===== config.mk =====
export PLATFORM = sky130hd
export DESIGN_NAME = audio_dac_serializer_flat
export DESIGN_NICKNAME = d
export VERILOG_FILES = /design/src/rtl/audio_dac_serializer_pkg.sv /design/src/rtl/audio_dac_serializer_if.sv /design/src/rtl/audio_dac_serializer_clk_edge_sync.sv /design/src/rtl/audio_dac_serializer.sv /design/src/flat_wrapper.sv
export SDC_FILE = /design/constraint.sdc
export NUM_CORES = 1
export LEC_CHECK = 0
export ABC_AREA = 1
export ABC_CLOCK_PERIOD_IN_PS = 1700
export BUFFER_PORTS_ARGS = -buffer_cell sky130_fd_sc_hd__clkbuf_2
export CELL_PAD_IN_SITES_DETAIL_PLACEMENT = 1
export CELL_PAD_IN_SITES_GLOBAL_PLACEMENT = 1
export CORE_MARGIN = 8
export CORE_UTILIZATION = 42
export DETAILED_ROUTE_END_ITERATION = 7
export PLACE_DENSITY_LB_ADDON = 0.25
export SYNTH_ARGS = -nofsm -noshare
export SYNTH_HDL_FRONTEND = slang
export SYNTH_SLANG_ARGS = --single-unit

===== constraint.sdc =====
create_clock -name clk -period 1.7 [get_ports clk]
set_input_delay 0.255 -clock clk [delete_from_list [all_inputs] [get_ports clk]]
set_output_delay 0.255 -clock clk [all_outputs]
set_load 0.02 [all_outputs]

===== src/rtl/audio_dac_serializer_pkg.sv =====
// ---------------------------------------------------------------------------
// audio_pkg
// Shared definitions for the DAC serializer slice: FSM state encoding,
// synchronizer depth and the bit positions of the left/right halves of a
// 32-bit stereo frame.
// ---------------------------------------------------------------------------
package audio_pkg;

    // Serializer FSM: IDLE until the first LRCK rise, then alternate slots.
    typedef enum logic [1:0] {
        IDLE  = 2'd0,
        LEFT  = 2'd1,
        RIGHT = 2'd2
    } state_e;

    // Depth of the metastability synchronizer ahead of the history flop.
    localparam int SYNC_STAGES = 2;

    // Frame layout: {left[15:0], right[15:0]}.
    localparam int FRAME_W  = 32;
    localparam int LEFT_HI  = 31;
    localparam int LEFT_LO  = 16;
    localparam int RIGHT_HI = 15;
    localparam int RIGHT_LO = 0;

endpackage


===== src/rtl/audio_dac_serializer_if.sv =====
// ---------------------------------------------------------------------------
// audio_dac_serializer_if
// Valid/ready frame bus from the filter (master) into the serializer's
// one-frame holding buffer (slave).
//   audioIn  : stereo frame {left[15:0], right[15:0]}
//   in_valid : producer has a frame on audioIn
//   in_ready : holding buffer empty, frame accepted when valid && ready
// ---------------------------------------------------------------------------
interface audio_dac_serializer_if;
    import audio_pkg::*;

    logic [FRAME_W-1:0] audioIn;
    logic               in_valid;
    logic               in_ready;

    modport master (output audioIn, output in_valid, input in_ready);
    modport slave  (input audioIn, input in_valid, output in_ready);

endinterface


===== src/rtl/audio_dac_serializer_clk_edge_sync.sv =====
// ---------------------------------------------------------------------------
// clk_edge_sync
// Brings an asynchronous codec clock into the clk domain and produces
// one-clk rise/fall pulses.
//   clk, rst : system clock, synchronous active-high reset
//   async_i  : asynchronous input pin
//   rise_o   : one-clk pulse after a 0->1 transition on async_i
//   fall_o   : one-clk pulse after a 1->0 transition on async_i
// ---------------------------------------------------------------------------
module clk_edge_sync
    import audio_pkg::*;
(
    input  logic clk,
    input  logic rst,
    input  logic async_i,
    output logic rise_o,
    output logic fall_o
);

    localparam logic [1:0] ARMED = 2'(SYNC_STAGES + 1);

    logic [SYNC_STAGES-1:0] sync_q;
    logic                   hist_q;
    logic [1:0]             armCnt_q;

    // Synchronizer chain plus history flop. The chain is cleared by reset,
    // so pulses stay gated until the history flop holds a real pin sample;
    // otherwise a pin already high at reset release would look like a fresh
    // edge and start the serializer mid-slot.
    always_ff @(posedge clk) begin
        if (rst) begin
            sync_q   <= '0;
            hist_q   <= 1'b0;
            armCnt_q <= '0;
        end else begin
            sync_q <= {sync_q[SYNC_STAGES-2:0], async_i};
            hist_q <= sync_q[SYNC_STAGES-1];
            if (armCnt_q != ARMED) begin
                armCnt_q <= armCnt_q + 1'b1;
            end
        end
    end

    assign rise_o = (armCnt_q == ARMED) &&  sync_q[SYNC_STAGES-1] && !hist_q;
    assign fall_o = (armCnt_q == ARMED) && !sync_q[SYNC_STAGES-1] &&  hist_q;

endmodule


===== src/rtl/audio_dac_serializer.sv =====
// ---------------------------------------------------------------------------
// audio_dac_serializer
// Left-justified serializer for the WM8731 DAC. Frames arrive through a
// one-deep holding buffer and are shifted out MSB first on AUD_DACDAT,
// framed by the codec-mastered AUD_BCLK / AUD_DACLRCK.
//   clk, rst       : system clock (>= 8x BCLK), synchronous active-high reset
//   AUD_BCLK       : codec bit clock (async)
//   AUD_DACLRCK    : codec frame clock, high = left slot (async)
//   bus            : valid/ready frame input (slave modport)
//   AUD_DACDAT     : serial data to the codec
//   locked         : first frame start since reset has been seen
//   underrun       : one-clk pulse when a frame start finds the buffer empty
//   underrun_count : saturating count of underruns
// ---------------------------------------------------------------------------
module audio_dac_serializer
    import audio_pkg::*;
#(
    parameter int WIDTH = 16,
    parameter int CNT_W = 16
) (
    input  logic                  clk,
    input  logic                  rst,
    input  logic                  AUD_BCLK,
    input  logic                  AUD_DACLRCK,
    audio_dac_serializer_if.slave bus,
    output logic                  AUD_DACDAT,
    output logic                  locked,
    output logic                  underrun,
    output logic [CNT_W-1:0]      underrun_count
);

    localparam int               BC_W   = $clog2(WIDTH + 1);
    localparam logic [BC_W-1:0]  BC_MAX = BC_W'(WIDTH);

    logic lrRise, lrFall, bclkFall, unusedBclkRise;

    state_e             state_q;
    logic               bufFull_q;
    logic [FRAME_W-1:0] buffer_q;
    logic [FRAME_W-1:0] frame_q;
    logic [WIDTH-1:0]   shiftReg_q;
    logic [BC_W-1:0]    bitCnt_q;
    logic               locked_q;
    logic               underrun_q;
    logic [CNT_W-1:0]   underrunCnt_q;

    logic [FRAME_W-1:0] frameNext;
    logic               accept;
    logic               loadFrame;
    logic               loadRight;
    logic               doShift;

    clk_edge_sync uBclkSync (
        .clk     (clk),
        .rst     (rst),
        .async_i (AUD_BCLK),
        .rise_o  (unusedBclkRise),
        .fall_o  (bclkFall)
    );

    clk_edge_sync uLrckSync (
        .clk     (clk),
        .rst     (rst),
        .async_i (AUD_DACLRCK),
        .rise_o  (lrRise),
        .fall_o  (lrFall)
    );

    // A buffered frame replaces the current one at frame start; with an
    // empty buffer the last frame simply repeats.
    assign frameNext = bufFull_q ? buffer_q : frame_q;
    assign accept    = bus.in_valid && !bufFull_q;
    assign loadFrame = lrRise && (state_q == IDLE || state_q == RIGHT);
    assign loadRight = lrFall && (state_q == LEFT);
    // Any LRCK edge in the same clk suppresses the shift so a freshly loaded
    // MSB is never skipped.
    assign doShift   = bclkFall && !lrRise && !lrFall && (state_q != IDLE);

    // Main FSM and datapath. Accept only happens while the buffer is empty and
    // frame load only drains it while full, so the two never touch bufFull_q
    // in the same cycle.
    always_ff @(posedge clk) begin
        if (rst) begin
            state_q       <= IDLE;
            bufFull_q     <= 1'b0;
            buffer_q      <= '0;
            frame_q       <= '0;
            shiftReg_q    <= '0;
            bitCnt_q      <= '0;
            locked_q      <= 1'b0;
            underrun_q    <= 1'b0;
            underrunCnt_q <= '0;
        end else begin
            underrun_q <= 1'b0;

            if (accept) begin
                buffer_q  <= bus.audioIn;
                bufFull_q <= 1'b1;
            end

            if (loadFrame) begin
                frame_q    <= frameNext;
                shiftReg_q <= frameNext[LEFT_HI:LEFT_LO];
                bitCnt_q   <= '0;
                state_q    <= LEFT;
                locked_q   <= 1'b1;
                if (bufFull_q) begin
                    bufFull_q <= 1'b0;
                end else begin
                    underrun_q <= 1'b1;
                    if (underrunCnt_q != '1) begin
                        underrunCnt_q <= underrunCnt_q + 1'b1;
                    end
                end
            end else if (loadRight) begin
                shiftReg_q <= frame_q[RIGHT_HI:RIGHT_LO];
                bitCnt_q   <= '0;
                state_q    <= RIGHT;
            end else if (doShift) begin
                shiftReg_q <= {shiftReg_q[WIDTH-2:0], 1'b0};
                if (bitCnt_q != BC_MAX) begin
                    bitCnt_q <= bitCnt_q + 1'b1;
                end
            end
        end
    end

    // Past WIDTH bits the slot is padded with zeros; in IDLE the shift
    // register is cleared so the line stays low.
    assign AUD_DACDAT     = (bitCnt_q < BC_MAX) ? shiftReg_q[WIDTH-1] : 1'b0;
    assign bus.in_ready   = !bufFull_q;
    assign locked         = locked_q;
    assign underrun       = underrun_q;
    assign underrun_count = underrunCnt_q;

endmodule


===== src/flat_wrapper.sv =====
// flat-port wrapper written by rule: the top's interface ports become plain ports
module audio_dac_serializer_flat import audio_pkg::*;
#(
    parameter int WIDTH = 16,
    parameter int CNT_W = 16
)
  (clk, rst, AUD_BCLK, AUD_DACLRCK, AUD_DACDAT, locked, underrun, underrun_count, bus_audioIn, bus_in_valid, bus_in_ready);
  audio_dac_serializer_if bus_i ();
  input  logic clk;
  input  logic rst;
  input  logic AUD_BCLK;
  input  logic AUD_DACLRCK;
  output logic AUD_DACDAT;
  output logic locked;
  output logic underrun;
  output logic [CNT_W-1:0] underrun_count;
  input wire logic [$bits(bus_i.audioIn)-1:0] bus_audioIn;
  input wire logic [$bits(bus_i.in_valid)-1:0] bus_in_valid;
  output wire logic [$bits(bus_i.in_ready)-1:0] bus_in_ready;
  assign bus_i.audioIn = bus_audioIn;
  assign bus_i.in_valid = bus_in_valid;
  assign bus_in_ready = bus_i.in_ready;
  audio_dac_serializer #(.WIDTH(WIDTH), .CNT_W(CNT_W)) u_core (.clk(clk), .rst(rst), .AUD_BCLK(AUD_BCLK), .AUD_DACLRCK(AUD_DACLRCK), .bus(bus_i), .AUD_DACDAT(AUD_DACDAT), .locked(locked), .underrun(underrun), .underrun_count(underrun_count));
endmodule

# Word level (Yosys, flattened, before mapping)
# Cells that the tools add are included.
# W data, S select, Z words.
# op_classes
order_cmp	1
bitwise	2
muxes	11
n_eq_ne	8
n_reduce_logical	29
addsub	4
# op_table
op	count
$mux W16	3
$mux W32	1
$add A16 B1 Y16 const B	1
$ne A16 B16 Y1 const B	1
$logic_and A1 B1 Y1	12
$mux W1	7
$eq A2 B2 Y1 const B	3
$logic_not A1 Y1	6
$add A5 B1 Y5 const B	1
$lt A5 B5 Y1 const B	1
$ne A5 B5 Y1 const B	1
$add A2 B1 Y2 const B	2
$ne A2 B2 Y1 const B	2
$reduce_and A2 Y1	2
$reduce_bool A2 Y1	2
$reduce_or A2 Y1	2
$reduce_and A3 Y1	1
$reduce_bool A3 Y1	1
$reduce_or A3 Y1	1
$eq A2 B1 Y1 const B	1
$logic_not A2 Y1	1
$not A1 Y1	2
$logic_or A1 B1 Y1	1
# totals
wordCells	72
input_bits	37
output_inout_bits	20
regBits	116

# Depth between registers and ports, before layout
# Gate-level depths: netlist of the first run.
# depth
depth_word	10
depth_mapped	11

# By module
# From an unflattened synthesis of the first run, not the netlist that was laid out.
# hier_totals
hier_cells	696
area_unflattened_um2	4912.2
# modules_own_cells
module	cells_each	area_per_inst_um2	seq_area_each_um2	instances
audio_dac_serializer	644	4519.3	2122.0	1
clk_edge_sync	26	196.4	100.1	2

# Worst setup path before layout of the first run
# No wires, ideal clock.
# synth_path
path_type	flip-flop to flip-flop
from	register u_core.underrunCnt_q[0] (netlist: u_core.underrun_count[0])
to	register u_core.underrunCnt_q[10] (netlist: u_core.underrun_count[10])
path_stages_with_launch	10
period_less_slack_ns	1.670
n_path_buf	1
t_required_ns	1.585
t_arrival_ns	1.554
path_slack_ns	0.030
path_cell_list	dfxtp_1 > ha_1 > inv_1 > nor2_1 > nand2_2 > nor2_4 > nor2_2 > buf_6 > a21oi_1 > nor2_1
# synth_between
elab_chain_len	2
word_cells_on_any_way	3
# synth_lines
element	line_no	rtl
start: declaration	audio_dac_serializer.sv:45	logic [CNT_W-1:0] underrunCnt_q;
start signal: assignment	audio_dac_serializer.sv:112	underrunCnt_q <= underrunCnt_q + 1'b1;
parallel branches: the longest is 2 deep, another holds $add A16 B1 Y16	-	
# Several ways; the timed one is not identified.
# A chain may end at the register's enable or synchronous reset.

# Final worst setup path of the first run
# layout_path
from	register u_core.uLrckSync.armCnt_q[0]
to	register u_core.shiftReg_q[13]
# layout_between
elab_chain_len	8
word_cells_on_any_way	15
# layout_lines
element	line_no	rtl
start: declaration	audio_dac_serializer_clk_edge_sync.sv:24	logic [1:0] armCnt_q;
start signal: assignment	audio_dac_serializer_clk_edge_sync.sv:39	armCnt_q <= armCnt_q + 1'b1;
$eq A2 B2 Y1 *	audio_dac_serializer_clk_edge_sync.sv:44, audio_dac_serializer_clk_edge_sync.sv:45	
$logic_and A1 B1 Y1 (2 in a row)	audio_dac_serializer_clk_edge_sync.sv:44	assign rise_o = (armCnt_q == ARMED) && sync_q[SYNC_STAGES-1] && !hist_q;
$logic_not A1 Y1	audio_dac_serializer.sv:77	assign doShift = bclkFall && !lrRise && !lrFall && (state_q != IDLE);
$logic_and A1 B1 Y1 (3 in a row)	audio_dac_serializer.sv:77	
$reduce_bool A3 Y1 (no line)	-	
end signal: assignment	audio_dac_serializer.sv:103	shiftReg_q <= frameNext[LEFT_HI:LEFT_LO];
end signal: assignment	audio_dac_serializer.sv:116	shiftReg_q <= frame_q[RIGHT_HI:RIGHT_LO];
end signal: assignment	audio_dac_serializer.sv:120	shiftReg_q <= {shiftReg_q[WIDTH-2:0], 1'b0};
end: declaration	audio_dac_serializer.sv:41	logic [WIDTH-1:0] shiftReg_q;
# Mark *: on every way between the ends. The rest lies on a longest branch, timed or not.

==> metrics.cfg, run 1 <==
[worst_setup_path]
cp-end-kind=flop
startpoint_type=flop
slowest_delay_ns=0.34
worst-endpoint-arrival_ns=1.99
cp.required_ns=2.01
worstReg2RegEnd=u_core.shiftReg_q[13]
r2r_slack_ns=0.01
cp_slowest_cell=dfxtp_2
crit_type=reg -> reg
timing.rr.start=u_core.uLrckSync.armCnt_q[0]
path_max_fanout=7
path_buf_inv=2
path_cells=ha_4 > nand2_2 > nor3_4 > buf_12 > buf_12 > nor2_4 > nand2_2 > o21ai_0 > nor2_1
cp_top_family=simple AND/OR/NAND/NOR gates
r2r_cells=9

[yosys]
synth_cells=690
synth.cell_area_sq_mm=0.00501
synth_top_cell_by_area=dfxtp_1
synth-edff-count=0
synth-xor-area-share=0.0175
yosysMostFrequentCell=nand2_1
synth_top_family_by_area=simple AND/OR/NAND/NOR gates
synth-adder-area-share=0.0125
ys_ff_latch=116
synth-simple-area-share=0.235
ys_types=29
synthMuxAreaShare=0
synth-compound-area-share=0.175
synth-main-ff-cell=dfxtp_1
synth_top_area_share=0.464
ys_top_cells_by_area=dfxtp_1 46%, o21ai_0 9.7%, nand2_1 8.9%
synth-seq-area-share=0.464
ys.warnings.count=0
synth_commonest_cells=119 x nand2_1, 116 x dfxtp_1, 113 x nor2_1
async_flop_share=0
syn-num-nets=732
avgSynthCellArea_sq_um=7.26

[global_routing]
grt_pass1_wl_mm=25.3
gr-total-overflow=0
grt_max_degree=54
grt_pass1_vias=5162
antenna_found_initial=0
track_usage=0.200

[placement]
hpwl_mm=9.90
place_inst=886
port-buffer-count=56
gp_congestion=0.782

[timing]
maxSlewHeadroom=0.630
finalCritPeriodShare=0.993
setup_viol=0
slew_viol_final=0
fin_crit_ns=1.69
fmax_ghz=0.592
hold_slack_ns=0.0352
rsz0062_at_grt=true
tightest_slew_ns=0.553
clock_skew_ns=0.00637
final_hold_viol_count=0

[route]
drt-vias-per-instance=5.12
drt-total-wl_mm=15.4
firstDrtPassIters=4
ant_nets=0
dr_wl_met2_mm=7.70
drt-wirelength-per-cell_um=16.6
wl_met1_mm=6.75
vias=4736
drc=0
wl_met3_um=571
drt_iter0_markers=221
highest_layer=met4

[power]
p_leak_nw=2.50
powerDensity_mw_per_mm2=1130
ir_drop_v=0.000726

[cts]
cts_buffer_depth=2
cts_buffers=17
ctsRootBufferMaster=clkbuf_16
cts_sinks=116
cts_tree=yes
htreeDepth=4
clock_latency_ns=0.42
hold_buffers=0
cts.clk_slew.worst_paths_ns=0.05

[hold_path]
hold_end=u_core.uLrckSync.sync_q[0]
min-delay-start=AUD_DACLRCK
worst_hold_path_type=in -> reg
whs_path_depth=3

[floorplanning]
die_area_sq_mm=0.0157
core_sq_mm=0.0118
pin_count=57
rows=40
start_util=0.424
chipWidth_um=125
chipHeight_um=125

[final_layout]
finalNetCount=807
syn_to_final_growth_pct=27.6
num_antenna_cells=0
post-route-util=0.541
layout.cells.non_filler=925
drive_gt1_frac=0.211
fillers=1502

[status]
status=completed

[flow_run]
max_cap_violations=0

-- report_power, final --
part / leakage [nW] / switching, W / internal [W]
logic: 1.26 / 0.000285 / 0.000191
clock network: 0.296 / 0.00136 / 0.00250
registers: 0.945 / 0.0000710 / 0.00283
total: 2.50 / 0.00172 / 0.00553
-- state kept, by name (all words and copies together), names as in the netlist, 2 cells and up --
register	cells
u_core.uBclkSync.armCnt_q	2
u_core.shiftReg_q	16
u_core.state_q	2
u_core.buffer_q	32
u_core.uBclkSync.sync_q	2
u_core.uLrckSync.sync_q	2
u_core.underrun_count	16
u_core.uLrckSync.armCnt_q	2
u_core.bitCnt_q	5
u_core.frame_q	32
-- how the worst max path moves through the flow --
| stage | from | to | slack (ns) | cells after the start |
|---|---|---|---|---|
| floorplan | u_core.underrun_count[0] | u_core.underrun_count[10] | 0.03 | 9 |
| global placement | u_core.uLrckSync.armCnt_q[0] | u_core.shiftReg_q[13] | 0.06 | 8 |
| detailed placement | u_core.uLrckSync.armCnt_q[0] | u_core.bitCnt_q[2] | -0.04 | 9 |
| CTS | u_core.uLrckSync.armCnt_q[0] | u_core.shiftReg_q[3] | 0.01 | 9 |
| global route | u_core.uLrckSync.armCnt_q[0] | u_core.shiftReg_q[14] | -0.09 | 9 |
| finish | u_core.uLrckSync.armCnt_q[0] | u_core.shiftReg_q[13] | 0.01 | 9 |
-- metrics by stage --
stage	cell area, sq um	power (W)	setup WS [ns]	TNS [ns]
6_report	6390	0.00724	0.0120	0
3_3_place_gp	5550	0.00334	0.0613	0
5_1_grt	6390	0.00748	-0.0890	-0.407
3_5_place_dp	5550	0.00337	-0.0389	-0.167
2_1_floorplan	5010	0.00321	0.0302	0
4_1_cts	6310	0.00726	0.00996	0
-- placed cells by master (no fill, tap or decap), types with 2 or more instances in the layout --
master,n
clkinv_4,3
nand2_1,117
buf_12,6
inv_2,2
o22ai_1,16
a21oi_1,53
inv_1,77
o21ai_0,79
nor2_2,7
bufinv_16,4
clkbuf_16,17
clkbuf_2,56
dfxtp_2,2
bufbuf_16,2
nor2_4,3
xor2_1,6
nand2_2,7
ha_1,3
nand3_1,16
xnor2_1,4
inv_6,3
nor3_4,2
nand4_1,2
o21ai_1,13
nor2_1,110
buf_6,2
clkinvlp_4,6
dfxtp_1,114
o21ai_2,6
buf_4,22
nand3_2,8
-- tightest hold or removal path, cell delays in order --
cell	delay, ns
clkbuf_2	0.08
inv_1	0.04
nor2_1	0.03
-- logic make-up (layout without fill, tap and decap cells) --
group,count (synthesis),in the layout
xor gates and xnor gates,10,10
DFF,116,116
and+or+nand+nor,274,275
adders and majority gates,5,5
AOI/OAI and AO/OA,170,170
buffers and inverters,115,202
-- area by class of cell --
type                            instances  area (sq um)  share of cell area
Clock buffer                           18           439              0.0687
Multi-Input combinational cell        460          2270               0.356
Timing Repair Buffer                   88           653               0.102
Tap cell                              147           184              0.0288
Inverter                               82           317              0.0495
Sequential cell                       116          2320               0.364
Clock inverter                         14           201              0.0315
-- layer usage --
| metal | vias to the layer above | global-route usage |
|---|---|---|
| met5 | - | 0 |
| met4 | 0 | 0.0860 |
| li1 | 2362 | - |
| met3 | 34 | 0.0506 |
| met2 | 91 | 0.353 |
| met1 | 2249 | 0.224 |
-- repair_timing --
item	4_1_cts	5_1_grt
pin swaps	3	3
resized for setup	6	37
setup endpoints to repair	25	78
buffers inserted	4	0
gates cloned	2	1
No activity file was read; power rests on OpenSTA's default activity.
==> run 2: changes to the inputs <==
Settings changed: CELL_PAD_IN_SITES_DETAIL_PLACEMENT 1 to 0.
==> metrics.cfg, run 2 (synthesis results as in run 1) <==
[power]
ir_drop_v=0.000735  ; was 0.000726 V
power.share.switching=0.223  ; was 0.237
switchingPower_w=0.00159  ; was 0.00172 W
powerDensity_mw_per_mm2=1130  ; about the same
clkPwrFrac=0.534  ; was 0.533
power_w=0.00713  ; was 0.00724 W
intPower_w=0.00554  ; was 0.00553 W
p_leak_nw=2.47  ; was 2.50 nW
power_frac_seq=0.406  ; was 0.401
comb_power_share=0.060  ; was 0.066

[cts]
cts_tree=yes  ; unchanged
cts_sinks=116  ; unchanged
htreeDepth=4  ; unchanged
ctsRootBufferMaster=clkbuf_16  ; unchanged
cts_buffers=17  ; unchanged
cts.clk_slew.worst_paths_ns=0.05  ; about the same
clock_latency_ns=0.42  ; about the same
cts_buffer_depth=2  ; unchanged

[worst_setup_path]
worstReg2RegEnd=u_core.shiftReg_q[12]  ; was u_core.shiftReg_q[13]
cp-end-kind=flop  ; unchanged
startpoint=u_core.uLrckSync.armCnt_q[0]  ; unchanged
worst-endpoint-arrival_ns=1.95  ; was 1.99 ns
cp.required_ns=2.05  ; was 2.01 ns
startpoint_type=flop  ; unchanged
crit_end=u_core.shiftReg_q[12]  ; was u_core.shiftReg_q[13]
r2r_cells=9  ; unchanged
r2r_slack_ns=0.1  ; was 0.01 ns
timing.rr.start=u_core.uLrckSync.armCnt_q[0]  ; unchanged
path_max_fanout=7  ; unchanged
crit_type=reg -> reg  ; unchanged

[global_routing]
grt_max_degree=54  ; unchanged
grt_pass1_wl_mm=21.0  ; was 25.3 mm
gr-total-overflow=0  ; unchanged
track_usage=0.163  ; was 0.200
grt_pass1_vias=4443  ; was 5,162
antenna_found_initial=0  ; unchanged

[final_layout]
drive_gt1_frac=0.199  ; was 0.211
fillers=1145  ; was 1,502
num_antenna_cells=0  ; unchanged
layout_common_cells=118 x nand2_1, 114 x dfxtp_1, 112 x nor2_1, 89 x o21ai_0, 77 x inv_1  ; was 117 x nand2_1, 114 x dfxtp_1, 110 x nor2_1, 79 x o21ai_0, 77 x inv_1
top_regs=u_core.buffer_q (32), u_core.frame_q (32)  ; unchanged
multi_input_area_sq_mm=0.00226  ; was 0.00227 sq mm
regArea_sq_mm=0.00232  ; unchanged
finalNetCount=803  ; was 807
final_common_cell=nand2_1  ; unchanged
syn_to_final_growth_pct=26.2  ; was 27.6%

[route]
drt_iter0_markers=337  ; was 221
firstDrtPassIters=5  ; was 4
drt-total-wl_mm=12.4  ; was 15.4 mm
ant_nets=0  ; unchanged
vias=4572  ; was 4,736
drt-wirelength-per-cell_um=13.5  ; was 16.6 um
drt-vias-per-instance=4.96  ; was 5.12
drc=0  ; unchanged

[placement]
port-buffer-count=56  ; unchanged
gp_congestion=0.782  ; unchanged
hpwl_mm=8.35  ; was 9.90 mm
place_ws_ns=0.0101  ; was -0.0389 ns

[timing]
fin_crit_ns=1.60  ; was 1.69 ns
rsz0062_at_grt=true  ; unchanged
tightest_slew_ns=0.557  ; was 0.553 ns
slew_viol_final=0  ; unchanged
setup_viol=0  ; unchanged
clock_skew_ns=0.00678  ; was 0.00637 ns
finalCritPeriodShare=0.942  ; was 0.993
worst_slack_ns=0.0987  ; was 0.0120 ns
hold_slack_ns=0.0409  ; was 0.0352 ns
fmax_ghz=0.624  ; was 0.592 GHz
final_hold_viol_count=0  ; unchanged
maxSlewHeadroom=0.628  ; was 0.630

[floorplanning]
rows=40  ; unchanged
chipHeight_um=125  ; unchanged
die_area_sq_mm=0.0157  ; unchanged
chipWidth_um=125  ; unchanged
start_util=0.424  ; unchanged
pin_count=57  ; unchanged
core_sq_mm=0.0118  ; unchanged

[status]
status=completed  ; unchanged

[flow_run]
max_cap_violations=0  ; unchanged

[hold_path]
worst_hold_path_type=in -> reg  ; unchanged

run 2: power groups by stage:
stage	logic (W)	registers (W)	clock network [W]
floorplan	0.000284	0.00293	0
detailed placement	0.000413	0.00295	0
finish	0.000429	0.00290	0.00381
global route	0.000498	0.00291	0.00400
CTS	0.000415	0.00289	0.00387
global placement	0.000400	0.00294	0
run 2: how the worst min path moves through the flow:
stage	startpoint	endpoint	slack, ns	depth (start not counted)
after floorplan	AUD_BCLK	u_core.uBclkSync.sync_q[0]	0.36	2
after global placement	u_core.uLrckSync.sync_q[0]	u_core.uLrckSync.sync_q[1]	0.40	2
after detailed placement	u_core.uBclkSync.sync_q[0]	u_core.uBclkSync.sync_q[1]	0.40	2
after CTS	AUD_BCLK	u_core.uBclkSync.sync_q[0]	0.03	3
after global routing	AUD_BCLK	u_core.uBclkSync.sync_q[0]	0.04	3
final	AUD_BCLK	u_core.uBclkSync.sync_q[0]	0.04	3
run 2: stage by stage:
stage	utilization	area (sq um)	setup TNS, ns	instances
finish	0.535	6320	0	921
global route	0.535	6320	-0.0646	921
CTS	0.524	6190	0	918
detailed placement	0.470	5550	0	886
global placement	0.470	5550	0	886
floorplan	-	5010	0	690
run 2: layer usage:
| layer | GRT usage | vias to the layer above | routed length (um) |
|---|---|---|---|
| met5 | 0 | - | 0 |
| li1 | - | 2358 | - |
| met4 | 0.0709 | 0 | 243 |
| met1 | 0.208 | 2103 | 6100 |
| met2 | 0.250 | 91 | 5500 |
| met3 | 0.0476 | 20 | 572 |
run 2: layout make-up:
cell class              instances  area share
clock inverters                12      0.0279
multi-input cells             459       0.357
repair buffers                 85      0.0953
well taps                     147      0.0291
inverters                      82      0.0501
flip-flops and latches        116       0.368
clock buffers                  20      0.0723
run 2: repair_timing:
action,CTS,global route
hold buffers,0,0
resized for setup,0,30
buffers inserted,0,2
setup endpoints to repair,0,81
run 2: critical path: stages (launching register included):
cell and delay (ns):
dfxtp_2 0.36, ha_4 0.15, nand2_2 0.07, nor3_4 0.29
buf_12 0.18, buf_12 0.11, nand2_1 0.06, o21ai_0 0.17
a21oi_2 0.05, nor2_1 0.11
